## src/rtl/logic_ops_pkg.sv

```systemverilog
// Shared definitions for the logic-op issue path: opcode width, opcode values, request record.
// Ports: none (package). Imported by logic_unit, logic_req_fifo and logic_op_sequencer.
// Modules that need other operand/tag widths declare their own request struct with the same field order.
package logic_ops_pkg;

  localparam int LOGIC_OPCODE_WIDTH = 2;

  localparam logic [LOGIC_OPCODE_WIDTH-1:0] OP_OR  = 2'd0;
  localparam logic [LOGIC_OPCODE_WIDTH-1:0] OP_AND = 2'd1;
  localparam logic [LOGIC_OPCODE_WIDTH-1:0] OP_XOR = 2'd2;

  // Default-width request record (32-bit operands, 4-bit tag).
  typedef struct packed {
    logic [LOGIC_OPCODE_WIDTH-1:0] func;
    logic [31:0]                   a;
    logic [31:0]                   b;
    logic [3:0]                    tag;
  } logic_req_t;

endpackage

```

## src/rtl/logic_req_fifo.sv

```systemverilog
// Synchronous request FIFO over the {func, a, b, tag} record.
// Latency: pushed entry is visible at the head the cycle after the push edge.
// Backpressure: push ignored when full, pop ignored when empty; full/empty come from the occupancy count.
// Ports: clk, rst (async, active-high); push/push_dat; pop/pop_dat (head); full, empty, count.
module logic_req_fifo
  import logic_ops_pkg::*;
#(
  parameter int DATA_WIDTH = 32,
  parameter int TAG_WIDTH  = 4,
  parameter int DEPTH      = 4
) (
  input  logic                       clk,
  input  logic                       rst,
  input  logic                       push,
  input  logic [LOGIC_OPCODE_WIDTH+2*DATA_WIDTH+TAG_WIDTH-1:0] push_dat,
  input  logic                       pop,
  output logic [LOGIC_OPCODE_WIDTH+2*DATA_WIDTH+TAG_WIDTH-1:0] pop_dat,
  output logic                       full,
  output logic                       empty,
  output logic [$clog2(DEPTH):0]     count
);

  typedef struct packed {
    logic [LOGIC_OPCODE_WIDTH-1:0] func;
    logic [DATA_WIDTH-1:0]         a;
    logic [DATA_WIDTH-1:0]         b;
    logic [TAG_WIDTH-1:0]          tag;
  } req_t;

  localparam int PW = $clog2(DEPTH);
  localparam int CW = PW + 1;

  req_t          mem [DEPTH];
  logic [PW-1:0] wr_ptr;
  logic [PW-1:0] rd_ptr;
  logic          push_ok;
  logic          pop_ok;

  assign full    = (count == CW'(DEPTH));
  assign empty   = (count == '0);
  assign push_ok = push && !full;
  assign pop_ok  = pop && !empty;
  assign pop_dat = mem[rd_ptr];

  // DEPTH is a power of two, so the pointers wrap by natural overflow.
  always_ff @(posedge clk or posedge rst) begin
    if (rst) begin
      wr_ptr <= '0;
      rd_ptr <= '0;
      count  <= '0;
    end else begin
      if (push_ok) wr_ptr <= wr_ptr + 1'b1;
      if (pop_ok)  rd_ptr <= rd_ptr + 1'b1;
      case ({push_ok, pop_ok})
        2'b10:   count <= count + 1'b1;
        2'b01:   count <= count - 1'b1;
        default: count <= count;
      endcase
    end
  end

  // Storage needs no reset: an entry is only read after it has been written.
  always_ff @(posedge clk) begin
    if (push_ok) mem[wr_ptr] <= push_dat;
  end

endmodule

```

## src/rtl/logic_unit.sv

```systemverilog
// Combinational bitwise logic unit: OR / AND / XOR on two operands.
// Latency: 0 cycles (pure combinational). Backpressure: none, no state.
// Ports: func/a/b in; result out (0 for undefined opcodes); illegal out (1 for undefined opcodes).
module logic_unit
  import logic_ops_pkg::*;
#(
  parameter int DATA_WIDTH = 32
) (
  input  logic [LOGIC_OPCODE_WIDTH-1:0] func,
  input  logic [DATA_WIDTH-1:0]         a,
  input  logic [DATA_WIDTH-1:0]         b,
  output logic [DATA_WIDTH-1:0]         result,
  output logic                          illegal
);

  always_comb begin
    result  = '0;
    illegal = 1'b0;
    case (func)
      OP_OR:   result = a | b;
      OP_AND:  result = a & b;
      OP_XOR:  result = a ^ b;
      default: illegal = 1'b1;
    endcase
  end

endmodule

```

## src/rtl/logic_op_sequencer.sv

```systemverilog
// Buffers tagged logic-op requests and issues one per cycle through logic_unit into a result register.
// Latency: request accepted at edge N into an empty FIFO with a free output stage is valid after edge N+1.
// Backpressure: req_ready = buffer not full (registered state only); result held stable while res_ready low.
// Ports: clk, rst (async, active-high); req_valid/req_ready/req_func/req_a/req_b/req_tag;
//        res_valid/res_ready/res_data/res_tag/res_illegal; fifo_count.
// Option: LOGIC_SEQ_STATS_EN adds op_count[31:0] and illegal_count[15:0] issue counters (wrap at all-ones).
module logic_op_sequencer
  import logic_ops_pkg::*;
#(
  parameter int DATA_WIDTH = 32,
  parameter int TAG_WIDTH  = 4,
  parameter int FIFO_DEPTH = 4
) (
  input  logic                          clk,
  input  logic                          rst,
  input  logic                          req_valid,
  output logic                          req_ready,
  input  logic [LOGIC_OPCODE_WIDTH-1:0] req_func,
  input  logic [DATA_WIDTH-1:0]         req_a,
  input  logic [DATA_WIDTH-1:0]         req_b,
  input  logic [TAG_WIDTH-1:0]          req_tag,
  output logic                          res_valid,
  input  logic                          res_ready,
  output logic [DATA_WIDTH-1:0]         res_data,
  output logic [TAG_WIDTH-1:0]          res_tag,
  output logic                          res_illegal,
  output logic [$clog2(FIFO_DEPTH):0]   fifo_count
`ifdef LOGIC_SEQ_STATS_EN
  ,
  output logic [31:0]                   op_count,
  output logic [15:0]                   illegal_count
`endif
);

  typedef struct packed {
    logic [LOGIC_OPCODE_WIDTH-1:0] func;
    logic [DATA_WIDTH-1:0]         a;
    logic [DATA_WIDTH-1:0]         b;
    logic [TAG_WIDTH-1:0]          tag;
  } req_t;

  req_t                  push_dat;
  req_t                  head;
  logic                  fifo_full;
  logic                  fifo_empty;
  logic                  push;
  logic                  issue;
  logic [DATA_WIDTH-1:0] lu_result;
  logic                  lu_illegal;

  assign push_dat  = '{func: req_func, a: req_a, b: req_b, tag: req_tag};
  assign req_ready = !fifo_full;
  assign push      = req_valid && req_ready;
  // Issue whenever the output register is empty or being emptied this cycle.
  assign issue     = !fifo_empty && (!res_valid || res_ready);

  logic_req_fifo #(
    .DATA_WIDTH (DATA_WIDTH),
    .TAG_WIDTH  (TAG_WIDTH),
    .DEPTH      (FIFO_DEPTH)
  ) u_fifo (
    .clk      (clk),
    .rst      (rst),
    .push     (push),
    .push_dat (push_dat),
    .pop      (issue),
    .pop_dat  (head),
    .full     (fifo_full),
    .empty    (fifo_empty),
    .count    (fifo_count)
  );

  logic_unit #(
    .DATA_WIDTH (DATA_WIDTH)
  ) u_logic_unit (
    .func    (head.func),
    .a       (head.a),
    .b       (head.b),
    .result  (lu_result),
    .illegal (lu_illegal)
  );

  always_ff @(posedge clk or posedge rst) begin
    if (rst) begin
      res_valid   <= 1'b0;
      res_data    <= '0;
      res_tag     <= '0;
      res_illegal <= 1'b0;
    end else if (issue) begin
      res_valid   <= 1'b1;
      res_data    <= lu_result;
      res_tag     <= head.tag;
      res_illegal <= lu_illegal;
    end else if (res_valid && res_ready) begin
      res_valid   <= 1'b0;
    end
  end

`ifdef LOGIC_SEQ_STATS_EN
  always_ff @(posedge clk or posedge rst) begin
    if (rst) begin
      op_count      <= '0;
      illegal_count <= '0;
    end else if (issue) begin
      op_count <= op_count + 1'b1;
      if (lu_illegal) illegal_count <= illegal_count + 1'b1;
    end
  end
`endif

endmodule

```

## config.mk

```make
export PLATFORM = sky130hd
export DESIGN_NAME = logic_op_sequencer
export DESIGN_NICKNAME = d
export VERILOG_FILES = /design/src/rtl/logic_ops_pkg.sv /design/src/rtl/logic_req_fifo.sv /design/src/rtl/logic_unit.sv /design/src/rtl/logic_op_sequencer.sv
export SDC_FILE = /design/constraint.sdc
export NUM_CORES = 1
export LEC_CHECK = 0
export CORE_AREA = 2 2 165 167
export DETAILED_ROUTE_END_ITERATION = 6
export DIE_AREA = 0 0 167 169
export HOLD_SLACK_MARGIN = 0.06
export PLACE_DENSITY = 0.74
export SETUP_SLACK_MARGIN = 0.4
export SLEW_MARGIN = 40
export SYNTH_ARGS = -nofsm -noshare
export SYNTH_HDL_FRONTEND = slang
export SYNTH_SLANG_ARGS = --single-unit
```

## constraint.sdc

```tcl
create_clock -name clk -period 2.9 [get_ports clk]
set_clock_uncertainty 0.2 [all_clocks]
set_input_delay 0.435 -clock clk [delete_from_list [all_inputs] [get_ports clk]]
set_output_delay 0.435 -clock clk [all_outputs]
set_load 0.02 [all_outputs]
```

==> results of run 1 <==
power groups by stage:
stage	registers (mW)	logic (mW)	clock network, mW
5_1_grt	6.79	7.56	4.62
4_1_cts	6.71	6.73	4.45
3_3_place_gp	6.79	6.44	0
6_report	6.70	6.82	4.35
3_5_place_dp	6.82	6.64	0
2_1_floorplan	6.90	4.38	0
kinds of logic after synthesis:
group	Yosys count	synth area share, %
simple gates	93	3.375
compound gates	66	4.445
fa+ha+maj	70	6.511
mux	71	11.70
buf+inv	107	3.302
xor+xnor	6	0.3873
flops	325	70.28
what timing repair did:
action,in CTS,in global routing
cloned,0,2
setup endpoints to repair,33,21
gates resized for setup,1,7
setup buffers,2,5
area by class of cell:
type / count / area, um^2
antenna: 1 / 2.502
clock buffer: 54 / 1040
clock inverter: 9 / 100.1
fill: 1854 / 9883
inverter: 72 / 270.3
multi-input combinational: 307 / 3642
sequential: 325 / 9542
tap: 341 / 426.7
timing repair buffer: 150 / 1594
state kept, by name, indices dropped and copies added (netlist names):
name and cells:
u_fifo.count 3, res_illegal 1, res_tag 4, u_fifo.wr_ptr 2, res_data 32, u_fifo.mem 280, res_valid 1, u_fifo.rd_ptr 2
stage by stage:
step / total power, mW / setup slack [ns] / utilization (%) / cells / instance area [um^2]
after floorplan: 11.28 / 0.4044 / - / 738 / 13580
after global placement: 13.23 / 0.2339 / 57.89 / 1186 / 15340
after detailed placement: 13.46 / 0.2014 / 57.89 / 1186 / 15340
after CTS: 17.88 / 0.4329 / 62.24 / 1251 / 16490
after global routing: 18.97 / 0.3531 / 62.70 / 1258 / 16610
final: 17.87 / 0.4693 / 62.71 / 1259 / 16620
cells in the mapped netlist, types with 2 or more instances:
library cell | n | area [um^2]
o21ai_0 | 2 | 10.01
a21oi_1 | 2 | 10.01
edfxtp_1 | 280 | 8408
nand2_1 | 48 | 180.2
inv_1 | 72 | 270.3
or2_2 | 13 | 81.33
dfrtp_1 | 45 | 1126
buf_2 | 13 | 65.06
a221o_1 | 32 | 320.3
a21oi_2 | 30 | 262.8
xnor2_1 | 4 | 35.03
xor2_1 | 2 | 17.52
mux4_2 | 70 | 1577
clkbuf_1 | 16 | 60.06
ha_1 | 69 | 863.3
buf_6 | 4 | 45.04
or2_1 | 20 | 125.1
and3_1 | 4 | 25.02
buf_1 | 2 | 7.510
worst paths after layout:
kind / startpoint / endpoint / slack (ns) / depth (start not counted)
worst max register to register: u_fifo.rd_ptr[0]$_DFFE_PP0P_ / res_data[16]$_DFFE_PP0P_ / 0.47 / 6
worst min-delay path: rst / res_data[19]$_DFFE_PP0P_ / 0.07 / 2
max in group asynchronous: rst / u_fifo.rd_ptr[0]$_DFFE_PP0P_ / 1.76 / 3
min in group clk: res_tag[0]$_DFFE_PP0P_ / res_tag[0]$_DFFE_PP0P_ / 0.29 / 2
worst min register to register: res_tag[0]$_DFFE_PP0P_ / res_tag[0]$_DFFE_PP0P_ / 0.29 / 2
worst max-delay path: u_fifo.rd_ptr[0]$_DFFE_PP0P_ / res_data[16]$_DFFE_PP0P_ / 0.47 / 6
layout by cell type (no fill, tap or decap), drive strengths merged, types with 2 or more instances in the layout:
cell	count
o21ai	2
edfxtp	280
clkdlybuf4s50	114
xor2	2
nand2	48
and3	4
buf	34
a221o	32
clkinv	6
bufinv	2
a21oi	32
ha	69
dfrtp	45
inv	72
clkbuf	55
or2	33
xnor2	4
mux4	71
worst reg2reg max path: stages (launching register included):
cell	delay [ns]
dfrtp_4	0.52
buf_4	0.15
mux4_2	0.48
or3_2	0.44
buf_6	0.26
a21oi_2	0.19
a221o_1	0.13
metal layers:
layer  vias up  track usage, %
met2       187           32.10
met4         2           5.547
met3        46           4.092
met5         -               0
met1      3578           25.48
li1       3134               -
==> key figures, run 1 <==
Outcome
  – Run status: finished, final reports clean

Detailed routing
  – Vias per std cell: about 5.5
  – Vias: a little under 7000
  – Wire per inst: about 22 um
  – Drt total wl: around 27 mm
  – Top Metal Used: met5
  – Met3 wire len: between 1.5 and 2 mm
  – Met2 WL: between 10 and 15 mm
  – Antenna-violating nets left: 0
  – Total iterations of the first detailed-routing run: 6
  – Residual DRC count: 0
  – Detailed Route Iter0 Violations: 485
  – M1 wire length: roughly 12 mm

Die
  – IO Count: ~120
  – Total die area: about 28000 um^2
  – FP Rows: 60
  – Placeable Area: about 27000 um^2
  – Starting Density: a little over 50%
  – Die H: around 170 um
  – Die W: about 170 um

Global route
  – Vias in the first global route: just over 7000
  – Initial antenna violation count: 2
  – Pin count of the biggest net entering global routing: 44
  – Total grt overflow: 0
  – First-pass GRT wire length: a little over 40 mm
  – All-Layer GR Usage: a little under a fifth

Timing
  – Worst slew pin tran: between 0.5 and 0.6 ns
  – RSZ-0062 raised after global routing: true
  – Period utilization: between 80% and 90%
  – Final setup TNS: 0 ns
  – Final setup fails: 0
  – Worst slew margin: between 60 and 70%
  – Final Slew Violations: 0
  – Final min period: 2.431 ns
  – WHS: about 0.066 ns
  – Final hold vios: 0
  – Fmax: approximately 0.4 GHz

Final layout
  – Post-layout nets: a little over 1000
  – Area growth syn-to-layout: 22.48%
  – Share of layout cells above drive strength 1: 22.90%

Critical path
  – Crit path launch type: flop
  – Delay of the slowest critical-path stage: between 0.5 and 0.6 ns
  – Cell Chain, Critical Path: buf_4, mux4_2, or3_2, buf_6, a21oi_2, a221o_1
  – WP data arrival: 2.66 ns
  – Worst-path fanout max: 32
  – Crit path capture type: flop
  – CP required: approximately 3.1 ns
  – WS Path Type: flop to flop
  – Family with the most delay on the worst path: flip-flops
  – Slowest-stage cell, CP: dfrtp_4
  – WP buf/inv: 2

Placement
  – GP Congestion: just over 0.7
  – Final HPWL DP: about 16 mm
  – # port buffers: about 120

Synthesis
  – Synthesis-stage register bit count: between 300 and 400
  – Cells after Synth: between 700 and 800
  – Seq/Total Area, Yosys: 70.28%
  – Ys Warns: 0
  – Mean Syn Cell Area: approximately 18 um^2
  – Ys flop type: edfxtp_1
  – Ys async rst share: roughly 14%
  – Syn_nets: roughly 900
  – Mapped cell area: 13570 um^2
  – Synth unique cells: 29
  – EDFF count, synth: 280

CTS
  – Skew-Pair Late Insertion Delay: roughly 0.51 ns
  – CTS clk-pin slew, worst paths: about 0.06 ns
  – TritonCTS Buffers: 35
  – CTS Root Cell: clkbuf_16
  – CTS H-Tree Depth: 2
  – Hold buffers post-CTS: 0
  – Total clock sinks: about 330
  – CTS tree: yes
  – Clock Tree Buf Depth: 3

Power and ir drop
  – Pint: between 10 and 15 mW
  – Combinational power share: between 30% and 40%
  – Clock power frac: about 24%
  – Seq pwr share: 37.5%
  – Sw Ratio: around 32%
  – Sw power: between 5 and 6 mW
  – VDD IR-drop max: roughly 0.78 mV
  – Leakage dissipation: about 6.1 nW
  – Pwr dens: ~1100 nW/um^2

Hold path
  – Worst min path class: input port to asynchronous set/reset pin

Run
  – Max Cap Viol: 0
(Power assumes the default switching activity.)
==> run 2: changes to the inputs <==
- CORE_AREA: 2 2 165 167 -> 2 2 156 158
- DIE_AREA: 0 0 167 169 -> 0 0 158 160
- PLACE_DENSITY: 0.74 -> 0.78
- clock period: 2.9 -> 2.45 ns (I/O delays scaled with it)
==> run 2 against run 1 <==
First-iteration DRC count increased by 7.6%. Sequential power rose by 19%. Via count rose by 4.8%. Final cell count up 1.5%. Largest power group unchanged.
==> key figures, run 2 (synthesis gave the netlist of run 1 again) <==
Outcome
  – Run status: finished, final reports clean

Critical path
  – Worst-path fanout max: 10 (-69%)
  – WP data arrival: 2.66 ns (about the same)
  – WS Path Type: flop to flop
  – Crit path capture type: flop
  – Worst reg-to-reg setup slack: 0.03 ns (-0.44 ns)
  – Worst r2r src: u_fifo.rd_ptr[0]$_DFFE_PP0P_
  – R2R Path End: res_data[6]$_DFFE_PP0P_
  – Crit path launch type: flop
  – Worst Reg-to-Reg Cells: 6 (unchanged)
  – CP required: 2.68 ns (-0.45 ns)

CTS
  – CTS tree: yes
  – CTS Root Cell: clkbuf_16
  – Total clock sinks: 325 (unchanged)
  – CTS H-Tree Depth: 2 (unchanged)
  – CTS clk-pin slew, worst paths: 0.06 ns (about the same)
  – Skew-Pair Late Insertion Delay: 0.50 ns (about the same)
  – TritonCTS Buffers: 34 (-2.9%)
  – Clock Tree Buf Depth: 3 (unchanged)

Die
  – Starting Density: 56.95% (+5.8 points)
  – FP Rows: 57 (-5.0%)
  – Total die area: 25280 um^2 (-10%)
  – Die H: 160 um (-5.3%)
  – Placeable Area: 23820 um^2 (-10%)
  – Die W: 158 um (-5.4%)
  – IO Count: 116 (unchanged)

Detailed routing
  – Vias: 7280 (+4.8%)
  – Residual DRC count: 0 (unchanged)
  – Vias per std cell: 5.696 (+3.2%)
  – Drt total wl: 29.27 mm (+7.7%)
  – Antenna-violating nets left: 0 (unchanged)
  – Wire per inst: 22.90 um (+6.1%)
  – Total iterations of the first detailed-routing run: 5 (-1)
  – Detailed Route Iter0 Violations: 522 (+7.6%)

Timing
  – Worst slew margin: 74.70% (+12 points)
  – Final setup fails: 0 (unchanged)
  – Final Slew Violations: 0 (unchanged)
  – RSZ-0062 raised after global routing: true
  – Final hold vios: 0 (unchanged)
  – Final min period: 2.424 ns (-0.006499 ns)
  – Period utilization: 98.95% (+15 points)
  – Fmax: 0.4125 GHz (+0.27%)
  – Worst slew pin tran: 0.3796 ns (-0.1755 ns)

Final layout
  – Max reg flops: 280 (unchanged)
  – Share of layout cells above drive strength 1: 31.45% (+8.5 points)
  – Final core utilization: 72.39% (+9.7 points)
  – Largest regs: u_fifo.mem: 280 flops, res_data: 32 flops, res_tag: 4 flops
  – Most flops, register: u_fifo.mem
  – Area growth syn-to-layout: 27.10%
  – N_diodes: 0 (-1)
  – Post-layout nets: 1072 (+3.6%)
  – Final Cell Area: 17240 um^2 (+3.8%)
  – Most common cell after layout, fill and taps aside: edfxtp_1
  – Commonest cells after routing, fill and taps aside: edfxtp_1 (280), clkdlybuf4s50_1 (73), mux4_2 (70)

Power and ir drop
  – Pwr dens: 1316 nW/um^2 (+22%)
  – Sw Ratio: 33.10% (+0.81 points)
  – VDD IR-drop max: 0.8262 mV (+6.0%)
  – Seq pwr share: 35.0% (-2.5 points)
  – Combinational power share: 42.6% (+4.4 points)
  – Sw power: 7.513 mW (+30%)
  – Leakage dissipation: 6.574 nW (+7.0%)
  – Clock power frac: 22.5% (-1.9 points)
  – Pint: 15.19 mW (+26%)

Global route
  – Vias in the first global route: 7833 (+7.7%)
  – First-pass GRT wire length: 43.27 mm (+5.0%)
  – Met2 Use GR: 38.87% (+6.8 points)
  – Initial antenna violation count: 1 (-1)
  – GR Util met1: 29.49% (+4.0 points)
  – All-Layer GR Usage: 22.80% (+3.7 points)
  – Met3 usage: 3.962% (-0.13 points)
  – Total grt overflow: 0 (unchanged)
  – GR peak layer: met2
  – Pin count of the biggest net entering global routing: 52 (+18%)

Hold path
  – Worst min path class: flop to flop
  – Worst Hold Endpoint: res_illegal$_DFFE_PP0P_
  – WHS Path Cells: 2
  – Worst hold start: res_illegal$_DFFE_PP0P_

Run
  – Max Cap Viol: 0 (unchanged)

Placement
  – GP Congestion: 0.7082 (-1.5%)
  – Placed Area: 15380 um^2 (+0.24%)
  – # port buffers: 115 (unchanged)
  – Final HPWL DP: 16.40 mm (+2.2%)
run 2: changes by cell type in the layout (fill, tap and decap cells not counted), moves of 5 or more:
cell	change
clkdlybuf4s50_1	-41
clkinv_2	+6
dlygate4sd2_1	+34
inv_1	-18
inv_2	+17
clkbuf_1	-5
dlymetal6s2s_1	+6
buf_4	+24
nand2_2	+8
ha_4	+11
ha_1	-12
nand2_1	-9
run 2: layer usage:
layer / share of wire [%] / vias up
li1: - / 3206
met1: 40 / 3791
met2: 52 / 210
met3: 4.6 / 71
met4: 3.0 / 2
met5: 0.041 / -
run 2: worst max path at each step:
stage	cells after the start	end	from
global placement	10	u_fifo.count[2]$_DFFE_PP0P_	res_ready
finish	6	res_data[6]$_DFFE_PP0P_	u_fifo.rd_ptr[0]$_DFFE_PP0P_
detailed placement	7	res_data[0]$_DFFE_PP0P_	res_ready
CTS	8	res_data[29]$_DFFE_PP0P_	u_fifo.rd_ptr[0]$_DFFE_PP0P_
global route	7	res_data[22]$_DFFE_PP0P_	u_fifo.rd_ptr[0]$_DFFE_PP0P_
floorplan	11	u_fifo.count[2]$_DFFE_PP0P_	res_valid$_DFFE_PP0P_
run 2: final cells by class:
cell class              instances  area (um^2)
clock buffers                  48         1007
clock inverters                14        121.4
fillers                      1460         6578
inverters                      72        277.8
multi-input cells             306         3824
flip-flops and latches        325         9547
well taps                     324        405.4
repair buffers                189         2061
run 2: critical path, cell delays in order, from the launching register on:
cell and delay, ns:
dfrtp_4 0.54, buf_12 0.16, mux4_2 0.54, buf_6 0.17, nor3b_4 0.32, buf_6 0.24, a221o_1 0.19
run 2: per-stage QoR:
step / setup slack [ns] / power (mW) / hold slack, ns / cells / setup TNS [ns]
6_report: 0.02576 / 22.70 / 0.2812 / 1278 / 0
4_1_cts: 0.06220 / 21.68 / 0.2727 / 1250 / 0
2_1_floorplan: 0.1283 / 13.72 / 0.2664 / 738 / 0
3_3_place_gp: -0.02320 / 15.67 / 0.2594 / 1171 / -0.02320
3_5_place_dp: -0.09172 / 16.12 / 0.2760 / 1171 / -1.494
5_1_grt: -0.04964 / 23.96 / 0.2828 / 1278 / -0.1362
run 2: timing repair:
item / in CTS / in global routing
gates cloned: 3 / 6
resized for setup: 56 / 54
pin swaps: 7 / 18
setup buffers: 13 / 22
hold buffers: 1 / 0
hold endpoints to repair: 45 / 0
setup endpoints to repair: 70 / 40
run 2: power groups by stage:
stage	combinational [mW]	sequential, mW	clock, mW
4_1_cts	8.56	7.93	5.19
3_5_place_dp	8.09	8.03	0
3_3_place_gp	7.71	7.96	0
5_1_grt	10.5	8.03	5.42
2_1_floorplan	5.56	8.16	0
6_report	9.66	7.94	5.10
